`src/rtl/io_deglitch_multi_pkg.sv`:
```
// Shared definitions for the multi-channel pad deglitcher: synchroniser depth limits,
// strobe bundle and the effective-threshold helper.
package io_deglitch_multi_pkg;

   localparam int unsigned SYNC_MIN = 2;
   localparam int unsigned SYNC_MAX = 4;

   typedef struct packed {
      logic rise;
      logic fall;
      logic glitch;
   } strobe_t;

   // A zero threshold would never qualify anything, so it behaves as one cycle.
   function automatic int unsigned eff_thresh(input int unsigned thresh);
      return (thresh == 0) ? 32'd1 : thresh;
   endfunction

endpackage

```
`src/rtl/io_deglitch_multi_if.sv`:
```
// Pad-side bundle of the deglitcher: raw inputs and controls in, filtered levels and strobes out.
interface io_deglitch_multi_if #(
   parameter int unsigned CH          = 2,
   parameter int unsigned COUNT_WIDTH = 3
);

   logic [CH-1:0]          in;
   logic [COUNT_WIDTH-1:0] thresh;
   logic                   bypass;
   logic [CH-1:0]          out;
   logic [CH-1:0]          rise;
   logic [CH-1:0]          fall;
   logic [CH-1:0]          glitch;

   modport master (
      output in, thresh, bypass,
      input  out, rise, fall, glitch
   );

   modport slave (
      input  in, thresh, bypass,
      output out, rise, fall, glitch
   );

endinterface

```
`src/rtl/io_deglitch_multi_chan.sv`:
```
// One filter channel: synchroniser chain, qualification counter, registered level and strobes.
module io_deglitch_chan
   import io_deglitch_multi_pkg::*;
#(
   parameter int unsigned COUNT_WIDTH = 3,
   parameter int unsigned SYNC_STAGES = 2,
   parameter logic        RST_VAL     = 1'b1
) (
   input  logic                   clk,
   input  logic                   rst_l,
   input  logic                   pin,
   input  logic [COUNT_WIDTH-1:0] thresh,
   input  logic                   bypass,
   output logic                   out,
   output logic                   rise,
   output logic                   fall,
   output logic                   glitch
);

   localparam int unsigned CW1 = COUNT_WIDTH + 1;

   logic [SYNC_STAGES-1:0] sync_q, sync_d;
   logic [COUNT_WIDTH-1:0] cnt_q, cnt_d;
   logic                   out_q, out_d;
   strobe_t                strb_q, strb_d;
   logic                   s;
   logic [COUNT_WIDTH:0]   cnt_inc;
   logic [COUNT_WIDTH:0]   eff;

   always_comb begin
      sync_d  = {sync_q[SYNC_STAGES-2:0], pin};
      s       = sync_q[SYNC_STAGES-1];
      // One extra bit so cnt+1 cannot wrap when thresh is at its maximum.
      cnt_inc = {1'b0, cnt_q} + CW1'(1);
      eff     = CW1'(eff_thresh(32'(thresh)));
      cnt_d   = cnt_q;
      out_d   = out_q;
      strb_d  = '0;
      if (bypass) begin
         out_d       = s;
         cnt_d       = '0;
         strb_d.rise = s & ~out_q;
         strb_d.fall = ~s & out_q;
      end else if (s == out_q) begin
         cnt_d         = '0;
         strb_d.glitch = (cnt_q != '0);
      end else if (cnt_inc >= eff) begin
         out_d       = s;
         cnt_d       = '0;
         strb_d.rise = s;
         strb_d.fall = ~s;
      end else begin
         cnt_d = cnt_inc[COUNT_WIDTH-1:0];
      end
   end

   always_ff @(posedge clk) begin
      if (!rst_l) begin
         sync_q <= {SYNC_STAGES{RST_VAL}};
         cnt_q  <= '0;
         out_q  <= RST_VAL;
         strb_q <= '0;
      end else begin
         sync_q <= sync_d;
         cnt_q  <= cnt_d;
         out_q  <= out_d;
         strb_q <= strb_d;
      end
   end

   assign out    = out_q;
   assign rise   = strb_q.rise;
   assign fall   = strb_q.fall;
   assign glitch = strb_q.glitch;

endmodule

```
`src/rtl/io_deglitch_multi.sv`:
```
// Multi-channel pad deglitcher: one independent filter channel per pin, shared threshold/bypass.
module io_deglitch_multi
   import io_deglitch_multi_pkg::*;
#(
   parameter int unsigned CH          = 2,
   parameter int unsigned COUNT_WIDTH = 3,
   parameter int unsigned SYNC_STAGES = 2,
   parameter logic        RST_VAL     = 1'b1
) (
   input logic               clk,
   input logic               rst_l,
   io_deglitch_multi_if.slave bus
);

   if (SYNC_STAGES < SYNC_MIN || SYNC_STAGES > SYNC_MAX) begin : g_bad_sync
      $error("io_deglitch_multi: SYNC_STAGES must be within 2..4");
   end

   logic [CH-1:0]          out_v;
   logic [CH-1:0]          rise_v;
   logic [CH-1:0]          fall_v;
   logic [CH-1:0]          glitch_v;
   logic [COUNT_WIDTH-1:0] thresh_w;
   logic                   bypass_w;

   assign thresh_w = bus.thresh;
   assign bypass_w = bus.bypass;

   for (genvar g = 0; g < CH; g++) begin : g_chan
      io_deglitch_chan #(
         .COUNT_WIDTH (COUNT_WIDTH),
         .SYNC_STAGES (SYNC_STAGES),
         .RST_VAL     (RST_VAL)
      ) u_chan (
         .clk    (clk),
         .rst_l  (rst_l),
         .pin    (bus.in[g]),
         .thresh (thresh_w),
         .bypass (bypass_w),
         .out    (out_v[g]),
         .rise   (rise_v[g]),
         .fall   (fall_v[g]),
         .glitch (glitch_v[g])
      );
   end

   assign bus.out    = out_v;
   assign bus.rise   = rise_v;
   assign bus.fall   = fall_v;
   assign bus.glitch = glitch_v;

endmodule

```
`src/flat_wrapper.sv`:
```
// flat-port wrapper written by rule: the top's interface ports become plain ports
module io_deglitch_multi_flat import io_deglitch_multi_pkg::*;
#(
   parameter int unsigned CH          = 2,
   parameter int unsigned COUNT_WIDTH = 3,
   parameter int unsigned SYNC_STAGES = 2,
   parameter logic        RST_VAL     = 1'b1
)
  (clk, rst_l, bus_in, bus_thresh, bus_bypass, bus_out, bus_rise, bus_fall, bus_glitch);
  io_deglitch_multi_if #(.CH(CH), .COUNT_WIDTH(COUNT_WIDTH)) bus_i ();
  input logic clk;
  input logic rst_l;
  input wire logic [$bits(bus_i.in)-1:0] bus_in;
  input wire logic [$bits(bus_i.thresh)-1:0] bus_thresh;
  input wire logic [$bits(bus_i.bypass)-1:0] bus_bypass;
  output wire logic [$bits(bus_i.out)-1:0] bus_out;
  output wire logic [$bits(bus_i.rise)-1:0] bus_rise;
  output wire logic [$bits(bus_i.fall)-1:0] bus_fall;
  output wire logic [$bits(bus_i.glitch)-1:0] bus_glitch;
  assign bus_i.in = bus_in;
  assign bus_i.thresh = bus_thresh;
  assign bus_i.bypass = bus_bypass;
  assign bus_out = bus_i.out;
  assign bus_rise = bus_i.rise;
  assign bus_fall = bus_i.fall;
  assign bus_glitch = bus_i.glitch;
  io_deglitch_multi #(.CH(CH), .COUNT_WIDTH(COUNT_WIDTH), .SYNC_STAGES(SYNC_STAGES), .RST_VAL(RST_VAL)) u_core (.clk(clk), .rst_l(rst_l), .bus(bus_i));
endmodule
```
`config.mk`:
```
export PLATFORM = sky130hd
export DESIGN_NAME = io_deglitch_multi_flat
export DESIGN_NICKNAME = d
export VERILOG_FILES = /design/src/rtl/io_deglitch_multi_pkg.sv /design/src/rtl/io_deglitch_multi_if.sv /design/src/rtl/io_deglitch_multi_chan.sv /design/src/rtl/io_deglitch_multi.sv /design/src/flat_wrapper.sv
export SDC_FILE = /design/constraint.sdc
export NUM_CORES = 1
export LEC_CHECK = 0
export ABC_CLOCK_PERIOD_IN_PS = 2250
export BUFFER_PORTS_ARGS = -buffer_cell sky130_fd_sc_hd__buf_2
export CORE_ASPECT_RATIO = 1.2
export CORE_UTILIZATION = 54
export DETAILED_ROUTE_END_ITERATION = 8
export PLACE_DENSITY = 0.79
export SKIP_LAST_GASP = 1
export SLEW_MARGIN = 5
export SYNTH_ARGS = -nofsm -noshare
export SYNTH_HDL_FRONTEND = slang
export SYNTH_SLANG_ARGS = --single-unit
```
`constraint.sdc`:
```
create_clock -name clk -period 2.25 [get_ports clk]
set_input_delay 0.5625 -clock clk [delete_from_list [all_inputs] [get_ports clk]]
set_output_delay 0.5625 -clock clk [all_outputs]
set_load 0.03 [all_outputs]
```
==> summary.md, run 1 <==
| Metric | Value |
|---|---|
| Status | completed |
| Clock sinks | 18 |
| WP data required | roughly 2.5 ns |
| Gr ovfl total | 0 |
| CTS hold repair buffers | 0 |
| Max Fclk | 0.5347 GHz |
| Mapped Area | between 900 and 1000 um2 |
| Die Area | between 2000 and 2500 um2 |
| GRT Util Overall | 0.1756 |
| Endpoints failing hold | 0 |
| Die Wd | slightly above 40 um |
| Comb power frac | 0.105 |
| Most numerous cell in the Yosys netlist | dfxtp_1 |
| Chip height | 49.02 um |
| Tot Pwr | 582.5 uW |
| DR WL/cell | between 10 and 15 um |
| CTS resizes | 0 |
| Most area-consuming cells after synthesis | dfxtp_1 (36%), ha_1 (18%), buf_4 (6.0%) |
| Synth cell types | 25 |
| Post-synth EDFFs | 0 |
| Psw | ~130 uW |
| Post-synth top area share | 0.3623 |
| Vias in the first global route | approximately 650 |
| R2R depth | 7 |
| # rows | 16 |
| R2r startpoint | u_core.g_chan[0].u_chan.cnt_q[0] |
| Postcts setup bufs | 0 |
| Longest Clk Path Bufs | 2 |
| Worst setup margin | ~0.38 ns |
| Post-synth top cells | dfxtp_1 (18), ha_1 (14), inv_1 (14), buf_4 (8), nor2b_1 (8) |
| ANT nets after route | 0 |
| Top_reg_cell synth | dfxtp_1 |
| Hold crit path type | flip-flop to flip-flop |
| Maximum fanout along the worst path | 6 |
| # setup viols final | 0 |
| Pre-CTS setup slack | about 0.28 ns |
| Gpl congestion | between 0.6 and 0.7 |
| IO Pins | 16 |
| PD cells | between 500 and 600 nW/um2 |
| First-pass GRT wire length | ~2500 um |
| Min-Delay Startpoint | u_core.g_chan[1].u_chan.sync_q[0] |
| Post-route cell area | ~1100 um2 |
| Starting Density | 0.5915 |
| Yosys warning total | 0 |
| Initial DRT Pass Iterations | 3 |
| Worst slew margin | 0.7729 |
| Sw Share | 0.2317 |
| Clock root buffer | clkbuf_4 |
| Final Critical Period | between 1.5 and 2 ns |
| Min-Delay Path Depth | 1 |
| DRC viols | 0 |
| Worst EP arrival | ~2.1 ns |
| Max cap viols | 0 |
| Cells along the critical path | inv_1, ha_1, ha_1, o21ai_0, o21ai_2, a21oi_2, mux2i_1 |
| Hold Path End | u_core.g_chan[1].u_chan.sync_q[1] |
| Startpoint Class | flip-flop |
| Core Util, Final | 0.6280 |
| Initial antenna violation count | 0 |
| Proportion of power drawn by the clock network | 0.330 |
| Internal power | around 450 uW |
| Antenna fix cells | 0 |
| Ys async rst share | 0 |
| Critical-path top delay cell | dfxtp_1 |
| CTS tree | yes |
| Clk pin slew, worst setup/hold paths | 0.10 ns |
| Pin count of the biggest net entering global routing | 14 |
| Post-Syn Area per Cell | just under 10 um2 |
| Synth-to-Final Area Change | 6.163% |
| Initial DRC count | 2 |
| Htree depth | 1 |
| Leakage | ~0.00050 uW |
| Yosys reg bits | 18 |
| CTS buffer count | 3 |
| Worst-margin pin slew | between 0.3 and 0.4 ns |
| Worst r2r dst | u_core.g_chan[0].u_chan.out |
| Seq pwr share | 0.565 |
| Most used cell along the critical path | ha_1 |
| Via count | 687 |
| Core Region | 1682 um2 |
| Final nets | around 130 |
| Fraction of final layout cells sized beyond drive strength 1 | 0.2342 |
| Skew-Pair Late Insertion Delay | between 0.2 and 0.3 ns |
| Syn nets | approximately 130 |
| RSZ-0062 raised after global routing | false |
| Dpl cell area | 1020 um2 |
| Largest area contributor in the netlist | dfxtp_1 |
| Setup TNS | 0 ns |
| # port buffers | 15 |
| DR vias/cell | between 5 and 6 |
| Max-slew violation count | 0 |
| R2r setup slk | ~0.38 ns |
| CP peak stage delay | ~0.42 ns |
| Fin Clk Skew | 0.003533 ns |
| VDD IR max | approximately 430 uV |
| Fin crit share | 0.8312 |
| Total wire length | about 1500 um |
| Sequential share of the synthesized area | 0.3623 |
| Post-synthesis instance total | 103 |
| Type of the worst setup path | flip-flop to flip-flop |
| Worst Setup End Kind | flip-flop |
| Post-DP HPWL | 1155 um |
==> registers in the layout, indices dropped and copies added (netlist names) <==
name                         cells
u_core.g_chan.u_chan.out         2
u_core.g_chan.u_chan.sync_q      4
u_core.g_chan.u_chan.cnt_q       6
u_core.g_chan.u_chan.rise        2
u_core.g_chan.u_chan.glitch      2
u_core.g_chan.u_chan.fall        2
==> metal layers <==
layer,up-vias,global-route usage,part of all wire
met1,322,0.1971,0.44
met3,2,0.03196,0.027
met5,-,0,0
met4,0,0.06452,0.0062
met2,9,0.3047,0.53
li1,354,-,-
==> stage by stage <==
| step | instances | hold WS [ns] |
|---|---|---|
| floorplan | 103 | 0.3863 |
| finish | 129 | 0.4159 |
| global route | 129 | 0.4408 |
| CTS | 129 | 0.4220 |
| detailed placement | 125 | 0.3993 |
| global placement | 125 | 0.3879 |
==> kinds of logic after synthesis <==
group,count (synthesis),share of synthesized area
and+or+nand+nor,29,0.2025
buffers and inverters,25,0.1258
DFF,18,0.3623
adders and majority gates,14,0.1761
AOI/OAI and AO/OA,13,0.09559
xor gates and xnor gates,2,0.01761
muxes,2,0.02013
==> critical path: cells and delay by family (launching register included) <==
family                     cells  cell delay (ns)
adders and majority gates      2             0.61
AOI/OAI and AO/OA              3             0.52
DFF                            1             0.42
muxes                          1             0.18
buffers and inverters          1             0.07
==> power by group through the flow <==
stage / clock (uW) / sequential (uW) / combinational (uW)
final: 192 / 329 / 61.0
after global routing: 216 / 330 / 68.2
after CTS: 199 / 329 / 61.5
after detailed placement: 0 / 337 / 61.5
after global placement: 0 / 337 / 58.7
after floorplan: 0 / 336 / 49.4
==> cell type report <==
| type | count | area [um2] |
|---|---|---|
| clock buffer | 4 | 36.28 |
| fill | 151 | 625.6 |
| inverter | 14 | 52.55 |
| multi-input combinational | 60 | 509.2 |
| sequential | 18 | 360.3 |
| tap | 18 | 22.52 |
| timing repair buffer | 15 | 75.07 |
==> how the worst max path moves through the flow <==
stage | startpoint | slack (ns) | end
floorplan | bus_thresh[0] | 0.48 | u_core.g_chan[0].u_chan.out
global placement | bus_thresh[0] | 0.32 | u_core.g_chan[0].u_chan.out
detailed placement | bus_thresh[0] | 0.28 | u_core.g_chan[0].u_chan.out
CTS | u_core.g_chan[0].u_chan.cnt_q[0] | 0.37 | u_core.g_chan[0].u_chan.out
global route | u_core.g_chan[0].u_chan.cnt_q[0] | 0.29 | u_core.g_chan[0].u_chan.out
finish | u_core.g_chan[0].u_chan.cnt_q[0] | 0.38 | u_core.g_chan[0].u_chan.out
==> cell usage in the layout (no fill, tap or decap), drive strengths merged, types with 4 or more instances in the layout <==
master	synthesis	routed
o21ai	4	4
clkbuf	2	4
nor4	4	4
buf	9	15
nor3	4	4
ha	14	14
dfxtp	18	18
inv	14	14
nor2b	8	8
nand2b	5	5
Note: power is estimated with default switching activity, not from simulation.
==> inputs of run 2 (changes only) <==
--- a/config.mk
+++ b/config.mk
@@ -5,12 +5,12 @@
 export SDC_FILE = /design/constraint.sdc
 export NUM_CORES = 1
 export LEC_CHECK = 0
-export ABC_CLOCK_PERIOD_IN_PS = 2250
+export ABC_CLOCK_PERIOD_IN_PS = 1500
 export BUFFER_PORTS_ARGS = -buffer_cell sky130_fd_sc_hd__buf_2
 export CORE_ASPECT_RATIO = 1.2
-export CORE_UTILIZATION = 54
+export CORE_UTILIZATION = 49
 export DETAILED_ROUTE_END_ITERATION = 8
-export PLACE_DENSITY = 0.79
+export PLACE_DENSITY = 0.75
 export SKIP_LAST_GASP = 1
 export SLEW_MARGIN = 5
 export SYNTH_ARGS = -nofsm -noshare
==> constraint.sdc (replaced) <==
create_clock -name clk -period 1.5 [get_ports clk]
set_input_delay 0.375 -clock clk [delete_from_list [all_inputs] [get_ports clk]]
set_output_delay 0.375 -clock clk [all_outputs]
set_load 0.03 [all_outputs]
==> run 2 against run 1 <==
The run now ends with negative setup slack left. Die area up 9.7%. Clock skew is 0.0035 ns higher. Non-clock buffer count rose by 7. Sequential power increased by 49%. Final cell count is 5.4% higher. Register-to-register slack lost 0.55 ns. Largest cell class unchanged.
==> summary.md, run 2 (same netlist as run 1, synthesis figures left out) <==
| Metric | Value |
|---|---|
| Gr ovfl total | 0 (unchanged) |
| Via count | 738 (was 687) |
| Failing checks | negative setup slack |
| DR WL/cell | 13.60 um (was 11.29 um) |
| Type of the worst setup path | flip-flop to flip-flop (unchanged) |
| RSZ-0062 raised after global routing | true (was false) |
| Number of flip-flops in the largest register | 6 (unchanged) |
| Die Area | 2215 um2 (was 2018 um2) |
| CTS buffer count | 3 (unchanged) |
| Worst setup margin | -0.1685 ns (was 0.3798 ns) |
| Critical-path top delay cell | dfxtp_4 (was dfxtp_1) |
| Top reg by flops | u_core.g_chan.u_chan.cnt_q (unchanged) |
| Setup TNS | -1.058 ns (was 0 ns) |
| Endpoints failing hold | 0 (unchanged) |
| IO Pins | 16 (unchanged) |
| # port buffers | 15 (unchanged) |
| Initial DRC count | 18 (was 2) |
| Post-DP HPWL | 1167 um (was 1155 um) |
| Leakage | 0.0005504 uW (was 0.0005046 uW) |
| Gpl congestion | 0.7546 (was 0.6941) |
| Max Fclk | 0.5993 GHz (was 0.5347 GHz) |
| Core Region | 1872 um2 (was 1682 um2) |
| Most frequent cells in the layout | buf_2 (15), dfxtp_1 (14), inv_1 (11), nor2b_1 (8), ha_4 (8) (was dfxtp_1 (18), buf_2 (15), inv_1 (14), ha_1 (14), nor2b_1 (8)) |
| Fraction of final layout cells sized beyond drive strength 1 | 0.4786 (was 0.2342) |
| Htree depth | 1 (unchanged) |
| CP delay by family, top | adder cells (unchanged) |
| Initial antenna violation count | 0 (unchanged) |
| Cells along the critical path | ha_4, xor2_4, ha_4, o21ai_4, o21ai_4, nand4b_1, a21boi_1 (was inv_1, ha_1, ha_1, o21ai_0, o21ai_2, a21oi_2, mux2i_1) |
| ANT nets after route | 0 (unchanged) |
| Worst-margin pin slew | 0.4347 ns (was 0.3406 ns) |
| Clk pin slew, worst setup/hold paths | 0.10 ns (about the same) |
| Synth-to-Final Area Change | 36.23% (was 6.163%) |
| Longest Clk Path Bufs | 2 (unchanged) |
| First-pass GRT wire length | 2960 um (was 2504 um) |
| Die Wd | 43.13 um (was 41.18 um) |
| Worst EP arrival | 1.90 ns (was 2.09 ns) |
| DR vias/cell | 5.426 (was 5.326) |
| DRC viols | 0 (unchanged) |
| Crit path buffers/inverters | 0 (was 1) |
| Worst slew margin | 0.7102 (was 0.7729) |
| Initial DRT Pass Iterations | 4 (was 3) |
| PD cells | 633.1 nW/um2 (was 551.6 nW/um2) |
| Max-slew violation count | 0 (unchanged) |
| # rows | 17 (was 16) |
| CP peak stage delay | 0.38 ns (was 0.42 ns) |
| Total wire length | 1850 um (was 1456 um) |
| Antenna fix cells | 0 (unchanged) |
| Clock root buffer | clkbuf_4 (unchanged) |
| GRT Util Overall | 0.1796 (was 0.1756) |
| Skew-Pair Late Insertion Delay | 0.29 ns (was 0.28 ns) |
| Commonest non-fill, non-tap cell in the layout | buf_2 (was dfxtp_1) |
| Tot Pwr | 857.9 uW (was 582.5 uW) |
| Clock sinks | 18 (unchanged) |
| Chip height | 51.36 um (was 49.02 um) |
| Fin crit share | 1.112 (was 0.8312) |
| Pre-CTS setup slack | -0.2039 ns (was 0.2812 ns) |
| # setup viols final | 11 (was 0) |
| Final nets | 141 (was 134) |
| VDD IR max | 455.1 uV (was 428.2 uV) |
| Vias in the first global route | 696 (was 646) |
| Final Critical Period | 1.669 ns (was 1.870 ns) |
| Fin Clk Skew | 0.007036 ns (was 0.003533 ns) |
| Pin count of the biggest net entering global routing | 14 (unchanged) |
| Worst Setup End Kind | flip-flop (unchanged) |
| Max cap viols | 0 (unchanged) |
| Largest regs | u_core.g_chan.u_chan.cnt_q x6, u_core.g_chan.u_chan.sync_q x4 (unchanged) |
| Starting Density | 0.5314 (was 0.5915) |
| Hold crit path type | input pin to flip-flop (was flip-flop to flip-flop) |
| Maximum fanout along the worst path | 5 (was 6) |
| CTS tree | yes (unchanged) |
| WP data required | 1.73 ns (was 2.47 ns) |
| Startpoint Class | flip-flop (unchanged) |
| Status | complete, but fails checks (was completed) |
[run 2: per-layer routing]
| metal | GRT usage | up-vias | routed length, um |
|---|---|---|---|
| met5 | 0 | - | 0 |
| met4 | 0.09091 | 0 | 67 |
| met3 | 0.03180 | 7 | 80 |
| met2 | 0.2935 | 22 | 925 |
| met1 | 0.2232 | 345 | 777 |
| li1 | - | 364 | - |
[run 2: final timing paths]
check | end | cells past startpoint | start | slack (ns)
worst max-delay path | u_core.g_chan[1].u_chan.rise | 7 | u_core.g_chan[1].u_chan.cnt_q[1] | -0.17
worst min-delay path | u_core.g_chan[1].u_chan.sync_q[0] | 2 | bus_in[1] | 0.26
worst max register to register | u_core.g_chan[1].u_chan.rise | 7 | u_core.g_chan[1].u_chan.cnt_q[1] | -0.17
worst min register to register | u_core.g_chan[1].u_chan.sync_q[1] | 1 | u_core.g_chan[1].u_chan.sync_q[0] | 0.41
[run 2: layout make-up]
cell class                 count  area, um2
timing repair buffer          22      135.1
clock buffer                   3      22.52
fill                         125      516.7
tap                           19      23.77
inverter                      14      55.05
multi-input combinational     60      745.7
sequential                    18      372.9
[run 2: where the power goes]
part           switching, uW  internal [uW]  total (uW)  leakage, uW
clock network            140           93.5         233    0.0000138
logic                   75.2           59.8         135     0.000387
registers               6.98            483         490     0.000149
[run 2: through the flow]
step             util  area [um2]  hold slack [ns]  std cells
6_report       0.7239        1355           0.2590        136
5_1_grt        0.7239        1355           0.2468        136
4_1_cts        0.6771        1267           0.2528        134
3_5_place_dp   0.5642        1056           0.3986        129
3_3_place_gp   0.5642        1056           0.3932        129
2_1_floorplan       -        1007           0.3863        103
[run 2: worst register-to-register path: cells and delay by family, from the launching register on]
kind,cells,cell delay (ns)
AO/OA/AOI/OAI,3,0.44
adder cells (fa/ha/maj),2,0.46
flip-flops,1,0.38
XOR/XNOR,1,0.16
AND/OR/NAND/NOR,1,0.16
[run 2: what timing repair did]
item / 4_1_cts / 5_1_grt
setup buffers: 2 / 2
gates resized for setup: 28 / 12
hold buffers: 0 / 0
endpoints found under the setup margin: 12 / 12
pin swaps: 16 / 12
